--- src/rtl/core_pkg.sv ---
// Shared RV32I encodings for the core plus the instruction-encoder request types.
// Field packers and the encoder FSM import these so opcode and funct values live in one place.
package core_pkg;

  typedef enum logic [6:0] {
    OP_LUI   = 7'b0110111,
    OP_I_ALU = 7'b0010011,
    OP_R     = 7'b0110011,
    OP_B     = 7'b1100011
  } opcode_t;

  typedef enum logic [3:0] {
    ALU_ADD  = 4'd0,
    ALU_SUB  = 4'd1,
    ALU_SLL  = 4'd2,
    ALU_SLT  = 4'd3,
    ALU_SLTU = 4'd4,
    ALU_XOR  = 4'd5,
    ALU_SRL  = 4'd6,
    ALU_SRA  = 4'd7,
    ALU_OR   = 4'd8,
    ALU_AND  = 4'd9
  } alu_op_t;

  // Values match the B-type funct3 field directly.
  typedef enum logic [2:0] {
    BR_EQ  = 3'b000,
    BR_NE  = 3'b001,
    BR_LT  = 3'b100,
    BR_GE  = 3'b101,
    BR_LTU = 3'b110,
    BR_GEU = 3'b111
  } branch_cond_t;

  typedef enum logic [1:0] {
    ENC_R      = 2'd0,
    ENC_I_ALU  = 2'd1,
    ENC_BRANCH = 2'd2,
    ENC_LI     = 2'd3
  } enc_kind_t;

  typedef enum logic [1:0] {
    FMT_R = 2'd0,
    FMT_I = 2'd1,
    FMT_B = 2'd2,
    FMT_U = 2'd3
  } fmt_t;

  typedef enum logic [0:0] {
    ST_IDLE    = 1'b0,
    ST_LO_PEND = 1'b1
  } enc_state_t;

  localparam logic [2:0] F3_ADD_SUB = 3'b000;
  localparam logic [2:0] F3_SLL     = 3'b001;
  localparam logic [2:0] F3_SLT     = 3'b010;
  localparam logic [2:0] F3_SLTU    = 3'b011;
  localparam logic [2:0] F3_XOR     = 3'b100;
  localparam logic [2:0] F3_SRL_SRA = 3'b101;
  localparam logic [2:0] F3_OR      = 3'b110;
  localparam logic [2:0] F3_AND     = 3'b111;

  localparam logic [6:0] F7_ZERO = 7'b0000000;
  localparam logic [6:0] F7_ALT  = 7'b0100000;

  function automatic logic [2:0] alu_funct3(alu_op_t op);
    case (op)
      ALU_ADD, ALU_SUB: return F3_ADD_SUB;
      ALU_SLL:          return F3_SLL;
      ALU_SLT:          return F3_SLT;
      ALU_SLTU:         return F3_SLTU;
      ALU_XOR:          return F3_XOR;
      ALU_SRL, ALU_SRA: return F3_SRL_SRA;
      ALU_OR:           return F3_OR;
      ALU_AND:          return F3_AND;
      default:          return F3_ADD_SUB;
    endcase
  endfunction

  function automatic logic [6:0] alu_funct7(alu_op_t op);
    return (op == ALU_SUB || op == ALU_SRA) ? F7_ALT : F7_ZERO;
  endfunction

  function automatic logic alu_legal(alu_op_t op);
    return op <= ALU_AND;
  endfunction

  function automatic logic alu_is_shift(alu_op_t op);
    return op == ALU_SLL || op == ALU_SRL || op == ALU_SRA;
  endfunction

endpackage

--- src/rtl/instr_encoder_fmt_pack.sv ---
// Combinational RV32I field packer for R/I/B/U formats.
// Callers pre-shape the immediate (shamt/funct7 for shifts, upper 20 bits for U).
module rv_fmt_pack
  import core_pkg::*;
(
  input  fmt_t        fmt,
  input  opcode_t     opcode,
  input  logic [2:0]  funct3,
  input  logic [6:0]  funct7,
  input  logic [4:0]  rd,
  input  logic [4:0]  rs1,
  input  logic [4:0]  rs2,
  input  logic [31:0] imm,
  output logic [31:0] word
);

  always_comb begin
    word = '0;
    case (fmt)
      FMT_R: word = {funct7, rs2, rs1, funct3, rd, opcode};
      FMT_I: word = {imm[11:0], rs1, funct3, rd, opcode};
      FMT_B: word = {imm[12], imm[10:5], rs2, rs1, funct3, imm[4:1], imm[11], opcode};
      FMT_U: word = {imm[31:12], rd, opcode};
      default: word = '0;
    endcase
  end

endmodule

--- src/rtl/instr_encoder.sv ---
// Packs structured operation requests into RV32I words for the debug injection port.
// LI macros needing more than 12 bits expand into a back-to-back LUI+ADDI pair.
module instr_encoder
  import core_pkg::*;
(
  input  logic         clk,
  input  logic         rst_n,
  input  logic         req_valid,
  output logic         req_ready,
  input  enc_kind_t    req_kind,
  input  alu_op_t      req_alu_op,
  input  branch_cond_t req_cond,
  input  logic [4:0]   req_rd,
  input  logic [4:0]   req_rs1,
  input  logic [4:0]   req_rs2,
  input  logic [31:0]  req_imm,
  output logic         instr_valid,
  input  logic         instr_ready,
  output logic [31:0]  instr,
  output logic         instr_last,
  output logic         err,
  output enc_state_t   dbg_state
);

  // Handshakes: a transfer happens on a rising edge where valid && ready; a
  // producer holding valid keeps its payload stable until that edge.
  enc_state_t  state_q, state_d;
  fmt_t        fmt;
  opcode_t     opcode;
  logic [2:0]  f3;
  logic [6:0]  f7;
  logic [4:0]  p_rd, p_rs1, p_rs2;
  logic [31:0] p_imm;
  logic [31:0] packed_word;
  logic        bad, two_word, last_d, accept, load_word;
  logic        fits12, fits13;
  logic [19:0] li_hi;
  logic [4:0]  pend_rd;
  logic [11:0] pend_lo;

  assign req_ready = (state_q == ST_IDLE) && (!instr_valid || instr_ready);
  assign accept    = req_valid && req_ready;
  assign dbg_state = state_q;

  assign fits12 = (req_imm == {{20{req_imm[11]}}, req_imm[11:0]});
  assign fits13 = (req_imm == {{19{req_imm[12]}}, req_imm[12:0]});
  // (imm + 0x800) >> 12 without carrying the unused low bits around.
  assign li_hi  = req_imm[31:12] + {19'b0, req_imm[11]};

  always_comb begin
    fmt      = FMT_I;
    opcode   = OP_I_ALU;
    f3       = F3_ADD_SUB;
    f7       = F7_ZERO;
    p_rd     = req_rd;
    p_rs1    = req_rs1;
    p_rs2    = req_rs2;
    p_imm    = req_imm;
    bad      = 1'b0;
    two_word = 1'b0;
    last_d   = 1'b1;
    if (state_q == ST_LO_PEND) begin
      p_rd  = pend_rd;
      p_rs1 = pend_rd;
      p_imm = {20'b0, pend_lo};
    end else begin
      case (req_kind)
        ENC_R: begin
          fmt    = FMT_R;
          opcode = OP_R;
          f3     = alu_funct3(req_alu_op);
          f7     = alu_funct7(req_alu_op);
          bad    = !alu_legal(req_alu_op);
        end
        ENC_I_ALU: begin
          f3 = alu_funct3(req_alu_op);
          if (!alu_legal(req_alu_op) || req_alu_op == ALU_SUB) begin
            bad = 1'b1;
          end else if (alu_is_shift(req_alu_op)) begin
            p_imm = {20'b0, alu_funct7(req_alu_op), req_imm[4:0]};
            bad   = (req_imm[31:5] != 27'd0);
          end else begin
            bad = !fits12;
          end
        end
        ENC_BRANCH: begin
          fmt    = FMT_B;
          opcode = OP_B;
          f3     = req_cond;
          bad    = req_imm[0] || !fits13 || req_cond == 3'b010 || req_cond == 3'b011;
        end
        ENC_LI: begin
          if (req_rd == 5'd0) begin
            p_rs1 = 5'd0;
            p_imm = 32'd0;
          end else if (fits12) begin
            p_rs1 = 5'd0;
          end else begin
            fmt      = FMT_U;
            opcode   = OP_LUI;
            p_imm    = {li_hi, 12'b0};
            two_word = (req_imm[11:0] != 12'd0);
            last_d   = !two_word;
          end
        end
        default: bad = 1'b1;
      endcase
    end
    load_word = (accept && !bad) || (state_q == ST_LO_PEND && instr_ready);
  end

  always_comb begin
    state_d = state_q;
    case (state_q)
      ST_IDLE:    if (accept && !bad && two_word) state_d = ST_LO_PEND;
      ST_LO_PEND: if (instr_ready) state_d = ST_IDLE;
      default:    state_d = ST_IDLE;
    endcase
  end

  rv_fmt_pack u_pack (
    .fmt    (fmt),
    .opcode (opcode),
    .funct3 (f3),
    .funct7 (f7),
    .rd     (p_rd),
    .rs1    (p_rs1),
    .rs2    (p_rs2),
    .imm    (p_imm),
    .word   (packed_word)
  );

  always_ff @(posedge clk or negedge rst_n) begin
    if (!rst_n) state_q <= ST_IDLE;
    else        state_q <= state_d;
  end

  always_ff @(posedge clk or negedge rst_n) begin
    if (!rst_n) begin
      instr_valid <= 1'b0;
      instr       <= '0;
      instr_last  <= 1'b0;
      err         <= 1'b0;
      pend_rd     <= '0;
      pend_lo     <= '0;
    end else begin
      err <= accept && bad;
      if (load_word) begin
        instr       <= packed_word;
        instr_last  <= last_d;
        instr_valid <= 1'b1;
      end else if (instr_ready) begin
        instr_valid <= 1'b0;
      end
      if (accept && two_word) begin
        pend_rd <= req_rd;
        pend_lo <= req_imm[11:0];
      end
    end
  end

endmodule
--- config.mk ---
export PLATFORM = sky130hd
export DESIGN_NAME = instr_encoder
export DESIGN_NICKNAME = d
export VERILOG_FILES = /design/src/rtl/core_pkg.sv /design/src/rtl/instr_encoder_fmt_pack.sv /design/src/rtl/instr_encoder.sv
export SDC_FILE = /design/constraint.sdc
export NUM_CORES = 1
export LEC_CHECK = 0
export ABC_AREA = 1
export BUFFER_PORTS_ARGS = -buffer_cell sky130_fd_sc_hd__buf_2
export CORE_AREA = 2 2 129 81
export CTS_BUF_LIST = sky130_fd_sc_hd__clkbuf_8
export DETAILED_ROUTE_END_ITERATION = 16
export DIE_AREA = 0 0 131 83
export SLEW_MARGIN = 20
export SYNTH_ARGS = -nofsm -noshare
export SYNTH_HDL_FRONTEND = slang
export SYNTH_SLANG_ARGS = --single-unit
--- constraint.sdc ---
create_clock -name clk -period 4.2 [get_ports clk]
set_input_delay 1.26 -clock clk [delete_from_list [all_inputs] [get_ports clk]]
set_output_delay 1.26 -clock clk [all_outputs]
set_load 0.05 [all_outputs]
==> run summary <==
R2R depth = 9
Final ANT Viol Nets = 0
Vias/cell = 5.06
largest net degree at the start of global routing = 36
DRC errors left = 0
post-route total power = 0.00195 W
Fin. Hold Viols = 0
post-synthesis sequential area ratio = 33.8%
post-DP HPWL = 9850 µm
initial core utilization = 39.2%
Async SR Flop Fraction = 100%
Slew Viols, Final = 0
unrepaired setup endpoints after global routing = false
Post-Syn Area = 0.00378 mm²
DR iter-0 viols = 347
Worst Hold Depth = 2
Max Fclk = 0.304 GHz
post-CTS setup buffer count = 0
Area contributors post-synth = dfrtp_1, nand2_1, inv_1
mux share of post-synthesis cell area = 0%
Synth warnings = 0
Final Setup Violations = 0
Max VDD drop = 0.000287 V
Synth Instances = 588
CP max stage cell = ha_1
Top cell by count, worst path = nand2_1
clock skew = 0.0137 ns
n_diodes = 0
gr usage total = 22.9%
RePlAce Congestion = 0.952
top cell type by total area after synthesis = dfrtp_1
R2R Path End = instr[7]
Static Leak = 2.44 nW
slowest stage delay, CP = 0.32 ns
Reg clk slew, reported paths = 0.10 ns
chip width = 131 µm
synthesis-stage register bit count = 51
simple-gate share of the synthesized area = 40.3%
Hold Crit Class = reg -> reg
Synth Net Count = 651
CP cell instances = buf_2 -> inv_2 -> ha_1 -> inv_1 -> nand2_1 -> nor2_2 -> nand2_1 -> nor2_2 -> nand3_4 -> o21ai_2 -> nand2_1 -> nand2_2 -> nand3_2 -> nand2_4 -> inv_4 -> nand2_1 -> nand2_1
cts repair resizes = 0
layout cell share with drive strength beyond 1 = 19.0%
Max Cap Violations = 0
crit-path max FO = 32
# IOs = 97
FF-to-FF setup slack = 1.83 ns
CTS tree = built
total wire length = 12300 µm
Slew @ Worst Pin = 0.778 ns
Worst Setup End Kind = flip-flop
CTS Buffer Depth = 2
number of flops mapped to enable cells by yosys = 0
adder-cell share of the synthesized area = 0.994%
DRT Pass-1 Iters = 7
PwrDens = 443 mW/mm²
crit path to = instr[28]
Reg area = 0.00128 mm²
Fill cells = 1073
area of the multi-input gates = 0.00208 mm²
most common cell in the netlist = nand2_1
Wirelength per Cell = 15.2 µm
largest family of logic cells by synthesized area = simple AND/OR/NAND/NOR gates
Synth-to-Final Area Change = 16.2%
Die ar. = 0.0109 mm²
XOR/XNOR share of the synthesized area = 3.01%
Vias = 4089
Final #Nets = 735
crit path DAT = 3.50 ns
crit path launch = req_imm[11]
Setup TNS Final = 0 ns
hold buffers post-CTS = 0
vias in the first global route = 3697
Avg Synthesized Cell Area = 6.42 µm²
Synth cell types = 40
std cell rows = 28
clock root buffer = clkbuf_8
Slew headroom = 48.2%
Yosys top cell area share = 33.8%
core area = 0.00963 mm²
initial antenna violation count = 0
WP data required = 4.41 ns
min cycle time layout = 3.29 ns
CTS sink count = 51
worst-skew pair later-pin latency = 0.32 ns
Max H-tree Level = 2
Primary FF master, synth = dfrtp_1
status = finished clean
Port Buf Inserts = 95
critical path class = in -> reg
Die Y = 83 µm
synth cell count leaders = nand2_1, inv_1, nor2_1
Final Cycle Share = 78.3%
Critical R2R Launch = dbg_state
critical path launch point type = input pin
Num CTS Buffers = 5
global-route wire length before repair = 19500 µm
compound-gate portion of the synthesized area = 10.7%
Congestion Overflow GR = 0
## report_power, final
part | internal (W) | switching, W | total (W)
clock | 0.000180 | 0.000183 | 0.000363
sequential | 0.000636 | 0.0000814 | 0.000717
combinational | 0.000209 | 0.000656 | 0.000865
total | 0.00102 | 0.000921 | 0.00195
## placed cells by master (no fill, tap or decap), drive strengths merged, types with 3 or more instances in the layout
cell type,Yosys,routed
xnor2,7,7
or2,7,7
a31oi,7,7
o21ai,39,39
a21oi,10,10
ha,3,3
nand3,37,37
nand4,7,7
nor3,9,9
nor4,5,5
xor2,6,6
buf,16,98
clkbuf,5,5
inv,66,67
nor2,59,59
nand2,239,239
dfrtp,51,51
o211ai,4,4
## sequential cells by signal (all words and copies together) (netlist names)
name and count:
instr 30, pend_lo 12, pend_rd 5, dbg_state 1, err 1, instr_last 1, instr_valid 1
## cells by family after synthesis
family / Yosys count
buf+inv: 87
flops: 51
fa+ha+maj: 3
simple gates: 364
other cells: 1
compound gates: 69
xor+xnor: 13
## worst max-delay path: cells and delay by family
family | cells | cell delay, ns
AO/OA/AOI/OAI | 1 | 0.13
adder cells (fa/ha/maj) | 1 | 0.32
buffers and inverters | 4 | 0.58
AND/OR/NAND/NOR | 11 | 1.18
## area by class of cell
cell class | instances | share of cell area, %
multi-input combinational | 450 | 47.4
inverter | 66 | 5.70
tap | 135 | 3.85
clock inverter | 3 | 1.05
sequential | 51 | 29.1
timing repair buffer | 98 | 11.3
clock buffer | 5 | 1.57
## how the worst min path moves through the flow
| stage | startpoint | end | slack (ns) |
|---|---|---|---|
| after floorplan | pend_lo[10] | pend_lo[10] | 0.45 |
| after global placement | instr[8] | instr[8] | 0.45 |
| after detailed placement | instr[5] | instr[5] | 0.46 |
| after CTS | instr[5] | instr[5] | 0.49 |
| after global routing | instr[2] | instr[2] | 0.50 |
| final | instr[16] | instr[16] | 0.48 |
## stage by stage
stage | cells | cell area, µm² | hold WS (ns) | setup WS, ns | utilization, %
6_report | 808 | 4390 | 0.478 | 0.911 | 45.6
3_5_place_dp | 800 | 4270 | 0.458 | 0.565 | 44.4
5_1_grt | 808 | 4390 | 0.503 | 0.638 | 45.6
2_1_floorplan | 588 | 3780 | 0.446 | 0.975 | -
3_3_place_gp | 800 | 4270 | 0.453 | 0.702 | 44.4
4_1_cts | 808 | 4390 | 0.485 | 0.896 | 45.6
## layer usage
layer	track usage, %	wire length, µm
met5	0	0
met4	1.45	20
met3	5.35	976
met2	31.4	4920
met1	37.4	6390
Note: power is estimated with default switching activity, not from simulation.
